**src/rtl/dmem_arbiter.sv**
```systemverilog
// -----------------------------------------------------------------------------
// dmem_arbiter
//
// Shares the single-ported data memory between the MIPS core data port (cpu_*)
// and a loader/debug port (ld_*) used to preload or dump memory.
//
// Arbitration summary:
//   - The CPU wins by default and never holds ownership; every CPU beat is
//     arbitrated on its own.
//   - A loader that has been refused for MAXWAIT cycles in a row wins the next
//     tie, bounding its latency to MAXWAIT+1 cycles.
//   - A granted loader beat that is not the last one opens a burst (LD_BURST).
//     The loader then owns the port until ld_last, BURST_MAX beats, or until it
//     drops ld_req, which bounds the CPU stall to BURST_MAX cycles.
//   - When loader ownership ends, prefer_cpu gives the CPU the very next tie.
//
// Ports:
//   clk, reset            clock; synchronous active-low reset
//   cpu_req/we/addr/wdata core beat request (address passed through unchanged)
//   cpu_gnt               core beat accepted this cycle (combinational)
//   cpu_rvalid            rdata holds the core's read data (cycle after grant)
//   ld_req/we/addr/wdata  loader beat request
//   ld_last               final beat of the loader burst
//   ld_gnt                loader beat accepted this cycle (combinational)
//   ld_rvalid             rdata holds the loader's read data (cycle after grant)
//   rdata                 shared read data, equal to mem_rdata
//   mem_we/addr/wdata     memory strobe, address and write data; all zero when
//                         nobody is granted
//   mem_rdata             synchronous-read memory data
//   stall                 core requested but was refused this cycle
// -----------------------------------------------------------------------------
module dmem_arbiter #(
  parameter int AW        = 32,
  parameter int DW        = 32,
  parameter int MAXWAIT   = 4,
  parameter int BURST_MAX = 8
) (
  input  logic          clk,
  input  logic          reset,
  // core data port
  input  logic          cpu_req,
  input  logic          cpu_we,
  input  logic [AW-1:0] cpu_addr,
  input  logic [DW-1:0] cpu_wdata,
  output logic          cpu_gnt,
  output logic          cpu_rvalid,
  // loader / debug port
  input  logic          ld_req,
  input  logic          ld_we,
  input  logic [AW-1:0] ld_addr,
  input  logic [DW-1:0] ld_wdata,
  input  logic          ld_last,
  output logic          ld_gnt,
  output logic          ld_rvalid,
  // shared read data
  output logic [DW-1:0] rdata,
  // memory side
  output logic          mem_we,
  output logic [AW-1:0] mem_addr,
  output logic [DW-1:0] mem_wdata,
  input  logic [DW-1:0] mem_rdata,
  // core hold
  output logic          stall
);

  localparam int WW = $clog2(MAXWAIT + 1);
  localparam int BW = $clog2(BURST_MAX + 1);

  localparam logic [WW-1:0] WAIT_LIMIT = WW'(MAXWAIT);
  localparam logic [WW-1:0] WAIT_ONE   = WW'(1);
  localparam logic [BW-1:0] BEAT_LIMIT = BW'(BURST_MAX);
  localparam logic [BW-1:0] BEAT_ONE   = BW'(1);
  localparam logic          MULTI_BEAT = (BURST_MAX > 1);

  typedef enum logic {
    IDLE     = 1'b0,
    LD_BURST = 1'b1
  } state_t;

  state_t        state;
  logic [WW-1:0] wait_cnt;
  logic [BW-1:0] beat_cnt;
  logic          prefer_cpu;

  logic          ld_wins_tie;
  logic          burst_last;

  // Saturating increment of the loader wait counter.
  function automatic logic [WW-1:0] wait_sat_inc(input logic [WW-1:0] cnt);
    if (cnt >= WAIT_LIMIT) begin
      return WAIT_LIMIT;
    end
    return cnt + WAIT_ONE;
  endfunction

  // ---------------------------------------------------------------------------
  // Grant decision (combinational, same cycle as the request)
  // ---------------------------------------------------------------------------
  always_comb begin
    cpu_gnt     = 1'b0;
    ld_gnt      = 1'b0;
    // prefer_cpu overrides an expired wait, so the CPU always gets one beat
    // between loader ownerships.
    ld_wins_tie = ~prefer_cpu & (wait_cnt == WAIT_LIMIT);
    if (reset) begin
      if (state == LD_BURST) begin
        ld_gnt = ld_req;
      end else if (cpu_req && ld_req) begin
        ld_gnt  = ld_wins_tie;
        cpu_gnt = ~ld_wins_tie;
      end else begin
        cpu_gnt = cpu_req;
        ld_gnt  = ld_req;
      end
    end
  end

  assign stall = reset & cpu_req & ~cpu_gnt;

  // The current beat closes the burst on ld_last or when the beat budget is used.
  assign burst_last = ld_last | ((beat_cnt + BEAT_ONE) == BEAT_LIMIT);

  // Memory port mux: idle bus is driven to zero so a stray strobe cannot leak.
  always_comb begin
    mem_we    = 1'b0;
    mem_addr  = '0;
    mem_wdata = '0;
    if (cpu_gnt) begin
      mem_we    = cpu_we;
      mem_addr  = cpu_addr;
      mem_wdata = cpu_wdata;
    end else if (ld_gnt) begin
      mem_we    = ld_we;
      mem_addr  = ld_addr;
      mem_wdata = ld_wdata;
    end
  end

  assign rdata = mem_rdata;

  // ---------------------------------------------------------------------------
  // Ownership state, counters and read-valid tracking (registered)
  // ---------------------------------------------------------------------------
  always_ff @(posedge clk) begin
    if (!reset) begin
      state      <= IDLE;
      wait_cnt   <= '0;
      beat_cnt   <= '0;
      prefer_cpu <= 1'b0;
      cpu_rvalid <= 1'b0;
      ld_rvalid  <= 1'b0;
    end else begin
      // Memory read is synchronous: data appears the cycle after the grant.
      cpu_rvalid <= cpu_gnt & ~cpu_we;
      ld_rvalid  <= ld_gnt & ~ld_we;

      // prefer_cpu is a one-cycle pulse unless re-armed below.
      prefer_cpu <= 1'b0;

      if (ld_req && !ld_gnt) begin
        wait_cnt <= wait_sat_inc(wait_cnt);
      end else begin
        wait_cnt <= '0;
      end

      case (state)
        IDLE: begin
          if (ld_gnt) begin
            if (!ld_last && MULTI_BEAT) begin
              state    <= LD_BURST;
              beat_cnt <= BEAT_ONE;
            end else begin
              prefer_cpu <= 1'b1;
            end
          end
        end
        LD_BURST: begin
          if (ld_req) begin
            if (burst_last) begin
              state      <= IDLE;
              beat_cnt   <= '0;
              prefer_cpu <= 1'b1;
            end else begin
              beat_cnt <= beat_cnt + BEAT_ONE;
            end
          end else begin
            // Abandoned burst: ownership is released and the CPU still gets
            // the next tie.
            state      <= IDLE;
            beat_cnt   <= '0;
            prefer_cpu <= 1'b1;
          end
        end
        default: begin
          state <= IDLE;
        end
      endcase
    end
  end

endmodule
```
**config.mk**
```make
export PLATFORM = sky130hd
export DESIGN_NAME = dmem_arbiter
export DESIGN_NICKNAME = d
export VERILOG_FILES = /design/src/rtl/dmem_arbiter.sv
export SDC_FILE = /design/constraint.sdc
export NUM_CORES = 1
export LEC_CHECK = 0
export BUFFER_PORTS_ARGS = -buffer_cell sky130_fd_sc_hd__buf_2
export CORE_AREA = 3 3 103 105
export DETAILED_ROUTE_END_ITERATION = 8
export DIE_AREA = 0 0 106 108
export RECOVER_POWER = 25
export SLEW_MARGIN = 25
export SYNTH_ARGS = -nofsm -noshare
export SYNTH_HDL_FRONTEND = slang
export SYNTH_SLANG_ARGS = --single-unit
```
**constraint.sdc**
```tcl
create_clock -name clk -period 2.85 [get_ports clk]
set_clock_uncertainty 0.05 [all_clocks]
set_input_delay 0.7125 -clock clk [delete_from_list [all_inputs] [get_ports clk]]
set_output_delay 0.7125 -clock clk [all_outputs]
set_load 0.005 [all_outputs]
```
==> flow_metrics.tcl, run 1 <==
set metrics [dict create \
    status "finished, final reports clean" \
    synth_area_um2 1460 \
    max_slew.worst_pin.slew_ns 0.430 \
    n_antenna_cell 0 \
    critPathKind "input pin to primary output" \
    min_path_type "flop to flop" \
    die_area_um2 11400 \
    fmax_ghz 0.364 \
    setup_violations 0 \
    hold_ws_ns 0.407 \
    numPortBuffers 204 \
    cp_common_cell "buf_2" \
    fin_nets 509 \
    syn-num-nets 343 \
    yosysTopAreaCell "a22o_1" \
    cts_tree "done" \
    drv_cap 0 \
    post_drt_wl_per_cell_um 14.8 \
    cts_inserted_buffers 3 \
    dr.first_iter.drc_count 205 \
    cp_slowest_cell "nor3_4" \
    fin_cells 471 \
    overflow 0 \
    io-pin-count 269 \
    drtPass1Iterations 4 \
    final_util_pct 24.9 \
    leakage_nw 1.37 \
    ir_drop_uv 122 \
    vias 2047 \
    fin_crit_ns 2.75 \
    cp-start-kind "input pin" \
    rows 36 \
    drc 0 \
    crit_fanout 37 \
    finalMaxSlewViolations 0 \
    yosys_warnings 0 \
    place_inst 467 \
    die_h_um 108 \
    clk_pin_slew_ns 0.05 \
    grt.total_usage_pct 10.4 \
    netlist-cell-type-count 31 \
    cts_sinks 11 \
    dp_hpwl_um 5850 \
    setup_tns_ns 0 \
    antenna_found_initial 1 \
    routed_wl_um 6960 \
    ctsHoldBuffers 0 \
    path_cells "buf_2, nand2_1, nor3_4, nor2_4, buf_12, a22o_1, buf_2" \
    synth-seq-area-share_pct 15.0 \
    cp_slowest_stage_delay_ns 0.30 \
    crit_required_ns 2.09 \
    gp_congestion 0.755 \
    htreeDepth 1 \
    via_per_inst 4.35 \
    grt_max_degree 38 \
    synth_area_leaders "a22o_1, buf_4, dfxtp_1" \
    ant_nets 0 \
    syn_to_final_growth_pct 65.8 \
    grt_pass1_wl_um 9490 \
    cts_max_path_buffers 2 \
    core_area_um2 9730 \
    cts_root_buffer "clkbuf_8" \
    critical_path_arrival_ns 1.99 \
    netlist.area_leader.share_pct 38.9 \
    drive_above_1_share_pct 64.2 \
    syn_avg_cell_area_um2 8.46 \
    setup_ws_ns 0.101 \
    hold_viol_final 0 \
    fin_crit_sh_pct 96.4 \
    synth_seq_cells 11 \
    relSlewSlack_pct 71.3 \
    dp_slack_ns 0.114 \
    die_w_um 106 \
    clk_latency_ns 0.24 \
    start_util_pct 15.0 \
    rsz0062_at_grt "false" \
    grt_pass1_vias 1830 \
    netlist_instances 173 \
    power.density_nw_per_um2 258 \
    postCtsSetupBuffers 0 \
    end_kind "primary output" \
    cts_resized 0 \
]
==> cell usage after synthesis <==
master	instances
a2111oi_0	1
a211oi_2	1
a21boi_0	1
a21o_1	1
a21oi_1	1
a22o_1	65
a31o_2	1
and3_1	1
and3b_4	1
buf_2	8
buf_4	35
buf_6	5
dfxtp_1	11
ha_1	3
inv_1	4
nand2_1	8
nand2b_1	1
nand3_1	2
nand3b_1	1
nand4_1	1
nor2_1	5
nor2b_1	2
nor3_1	2
nor3_4	1
nor4_1	2
nor4b_1	1
o211ai_1	1
o21ai_0	1
o22ai_1	3
or3_1	1
xnor2_1	2
==> kinds of logic (layout without fill, tap and decap cells) <==
logic type / after synthesis / in the layout / synth area share, %
compound gates: 76 / 76 / 44.4
buf+inv: 52 / 217 / 25.6
xor+xnor: 2 / 2 / 1.20
simple gates: 29 / 29 / 11.2
flops: 11 / 11 / 15.0
fa+ha+maj: 3 / 3 / 2.56
==> cell type report <==
cell class,count,area (um2)
Fill cell,1053,7300
Timing Repair Buffer,209,1090
Multi-Input combinational cell,110,885
Sequential cell,11,220
Tap cell,133,166
Clock buffer,3,41.3
Inverter,4,15.0
Clock inverter,1,5.00
==> worst paths after layout <==
path         slack (ns)        start  cells past startpoint          end
max                0.10       ld_req                      7  mem_addr[3]
min                0.41  wait_cnt[0]                      1  wait_cnt[0]
max reg2reg        1.21  wait_cnt[0]                      6   cpu_rvalid
min reg2reg        0.41  wait_cnt[0]                      1  wait_cnt[0]
==> report_power, final <==
group / switching, mW / total (mW) / internal (mW) / leakage (nW)
combinational: 0.132 / 0.304 / 0.173 / 1.26
sequential: 0.00372 / 0.162 / 0.158 / 0.0894
clock: 0.0634 / 0.160 / 0.0964 / 0.0255
==> metal layers <==
metal | wire length, um | global-route usage (%) | vias to the layer above
li1 | - | - | 967
met1 | 2610 | 11.8 | 919
met2 | 3290 | 17.7 | 145
met3 | 973 | 5.25 | 14
met4 | 72 | 1.76 | 2
met5 | 11 | 0 | -
==> critical path, delay by kind of cell <==
family	cells	cell delay, ns
AND/OR/NAND/NOR	3	0.53
buffers and inverters	3	0.49
AO/OA/AOI/OAI	1	0.24
==> stage by stage <==
step | power, mW | cell area, um2
3_3_place_gp | 0.468 | 2380
5_1_grt | 0.664 | 2430
4_1_cts | 0.633 | 2430
3_5_place_dp | 0.471 | 2380
2_1_floorplan | 0.326 | 1460
6_report | 0.626 | 2430
==> sequential cells by signal, summed over array words and instances, names as in the netlist <==
signal and cells:
wait_cnt 3, cpu_rvalid 1, ld_rvalid 1, prefer_cpu 1
beat_cnt 4, state 1
==> layout by cell type (no fill, tap or decap) <==
cell | netlist | final
clkinv_2 | 0 | 1
nand4_1 | 1 | 1
buf_2 | 8 | 203
nor3_1 | 2 | 2
inv_1 | 4 | 4
nand2_1 | 8 | 8
a22o_1 | 65 | 65
nor2b_1 | 2 | 2
or3_1 | 1 | 1
a2111oi_0 | 1 | 1
ha_1 | 3 | 3
clkbuf_1 | 0 | 1
nor2_1 | 5 | 4
nor3_4 | 1 | 1
nand3b_1 | 1 | 1
a211oi_4 | 0 | 1
buf_4 | 35 | 2
and3_1 | 1 | 1
nor4_1 | 2 | 2
a21oi_1 | 1 | 1
a21boi_0 | 1 | 1
o22ai_1 | 3 | 3
xnor2_1 | 2 | 2
o211ai_1 | 1 | 1
nand3_1 | 2 | 2
o21ai_0 | 1 | 1
buf_12 | 0 | 3
clkbuf_8 | 0 | 3
nor2_4 | 0 | 1
dfxtp_1 | 11 | 11
a21o_1 | 1 | 1
and3b_4 | 1 | 1
nand2b_1 | 1 | 1
nor4b_1 | 1 | 1
a31o_2 | 1 | 1
(Power assumes the default switching activity.)
==> inputs of run 2 (changes only) <==
ABC_AREA = 1   (was default)
CORE_AREA = 3 3 104 106   (was 3 3 103 105)
DIE_AREA = 0 0 107 109   (was 0 0 106 108)
==> run 2 against run 1 <==
Compared with the run above:
- register-to-register slack better by 0.22 ns
- largest power group unchanged
- highest routed layer is now met4
- via count is 15% higher
- combinational power is 6.6% lower
- critical path type unchanged
- die area is 1.9% higher
==> flow_metrics.tcl, run 2 <==
set metrics [dict create \
    cts_resized 0 \
    n_antenna_cell 0 \
    yosys-top-cells-count "nand2_1, buf_4, dfxtp_1" \
    final_common_cell "nand2_1" \
    synth_most_common_cell "nand2_1" \
    yosysTopAreaCell "nand2_1" \
    grt_pass1_vias 1996 \
    drive_above_1_share_pct 44.2 \
    finalMaxSlewViolations 0 \
    status "finished, final reports clean" \
    crit_fanout 31 \
    cp-start-kind "input pin" \
    rsz0062_at_grt "false" \
    dp_hpwl_um 5980 \
    synthFlopType "dfxtp_1" \
    die_h_um 109 \
    start_util_pct 16.4 \
    syn-num-nets 484 \
    post_drt_wl_per_cell_um 11.6 \
    critical_path_arrival_ns 1.85 \
    die_w_um 107 \
    hold_viol_final 0 \
    drc 0 \
    ant_nets 0 \
    path_cells "buf_2, inv_2, nor3_2, nand2_1, inv_2, buf_4, nand2_1, nand2_1, buf_2" \
    synth_async_sr_flop_share_pct 0 \
    synth_area_leaders "nand2_1, buf_4, dfxtp_1" \
    rows 36 \
    leakage_nw 1.69 \
    cp_common_cell "nand2_1" \
    fillers 1169 \
    p_sw_mw 0.198 \
    fin_nets 651 \
    die_area_um2 11700 \
    final_util_pct 25.8 \
    power_frac_comb_pct 47.3 \
    synth-seq-area-share_pct 13.6 \
    cts_sinks 11 \
    largest_reg_flops 4 \
    largestRegisters "beat_cnt: 4 flops, wait_cnt: 3 flops" \
    clockPowerShare_pct 26.0 \
    cts_root_buffer "clkbuf_8" \
    cts_max_path_buffers 2 \
    netlist_instances 314 \
    relSlewSlack_pct 78.1 \
    core_area_um2 9860 \
    gp_congestion 0.825 \
    syn_avg_cell_area_um2 5.16 \
    critPathKind "input pin to primary output" \
    vias 2355 \
    max_slew.worst_pin.slew_ns 0.329 \
    min_path_type "flop to flop" \
    setup_tns_ns 0 \
    numPortBuffers 204 \
    io-pin-count 269 \
    ir_drop_uv 364 \
    swShare_pct 32.9 \
    internal_power_mw 0.403 \
    power.density_nw_per_um2 236 \
    ctsHoldBuffers 0 \
    dr.first_iter.drc_count 106 \
    setup_violations 0 \
    cts_tree "done" \
    clk_pin_slew_ns 0.05 \
    grt.total_usage_pct 10.1 \
    regMostFlops "beat_cnt" \
    yosys_warnings 0 \
    clk_latency_ns 0.23 \
    via_per_inst 3.84 \
    cts_inserted_buffers 3 \
    fmax_ghz 0.382 \
    seq_power_share_pct 26.7 \
    synth_area_um2 1620 \
    cp_num_buf_inv 5 \
    drv_cap 0 \
    drtPass1Iterations 4 \
    postCtsSetupBuffers 0 \
    syn_to_final_growth_pct 57.4 \
    synth-edff-count 0 \
    netlist.area_leader.share_pct 48.0 \
    layout_common_cells "nand2_1, buf_2, dfxtp_1" \
    overflow 0 \
    end_kind "primary output" \
    grt_pass1_wl_um 9600 \
    routed_wl_um 7100 \
    cp_top_family "buffers and inverters" \
    fin_crit_sh_pct 91.8 \
    fin_crit_ns 2.62 \
    grt_max_degree 36 \
    htreeDepth 1 \
    crit_required_ns 2.09 \
    synth_seq_cells 11 \
    netlist-cell-type-count 18 \
    antenna_found_initial 0 \
    cp_slowest_stage_delay_ns 0.32 \
    cp_slowest_cell "buf_4" \
]
-- run 2: cell count changes after synthesis, sizes merged, moves of 3 or more --
| cell | change |
|---|---|
| nand2 | +199 |
| a21oi | +4 |
| a22o | -65 |
| nor2 | +5 |
| nand3 | +8 |
| inv | +9 |
| o22ai | -3 |
-- run 2: per-layer routing --
metal | up-vias | global-route usage, % | part of all wire (%)
met5 | - | 0 | 0
met4 | 0 | 2.28 | 1.3
met3 | 6 | 2.96 | 9.9
met2 | 117 | 19.0 | 52
met1 | 992 | 11.2 | 36
li1 | 1240 | - | -
-- run 2: layout make-up --
type                    instances  area [um2]  area share [%]
clock buffers                   4        45.0            1.77
multi-input cells             243         980            38.4
repair buffers                208        1080            42.6
flip-flops and latches         11         220            8.64
well taps                     133         166            6.53
inverters                      14        52.6            2.06
-- run 2: final timing paths --
check                                  from      endpoint  slack, ns  cells after the start
worst min-delay path            wait_cnt[0]   wait_cnt[0]       0.39                      1
worst max-delay path                  reset  mem_addr[16]       0.23                      9
worst max register to register  wait_cnt[0]    prefer_cpu       1.43                      9
worst min register to register  wait_cnt[0]   wait_cnt[0]       0.39                      1
-- run 2: kinds of logic (layout without fill, tap and decap cells) --
logic type | count (synthesis) | in the layout | synth area share [%]
adder cells (fa/ha/maj) | 3 | 3 | 2.32
AND/OR/NAND/NOR | 232 | 232 | 55.6
buffers and inverters | 60 | 226 | 25.9
AO/OA/AOI/OAI | 8 | 8 | 2.63
flip-flops | 11 | 11 | 13.6
-- run 2: power by group through the flow --
stage	logic [mW]	registers (mW)	clock network, mW
detailed placement	0.288	0.164	0
global route	0.319	0.161	0.171
finish	0.284	0.161	0.156
global placement	0.288	0.164	0
CTS	0.289	0.161	0.163
floorplan	0.154	0.163	0
-- run 2: stage by stage --
stage	hold WS (ns)	cell area (um2)	instances	setup slack (ns)	total power, mW
after floorplan	0.367	1620	314	0.690	0.317
after global placement	0.382	2510	609	0.282	0.452
after detailed placement	0.389	2510	609	0.237	0.451
after CTS	0.397	2550	613	0.232	0.613
after global routing	0.415	2550	613	0.0810	0.651
final	0.392	2550	613	0.234	0.601
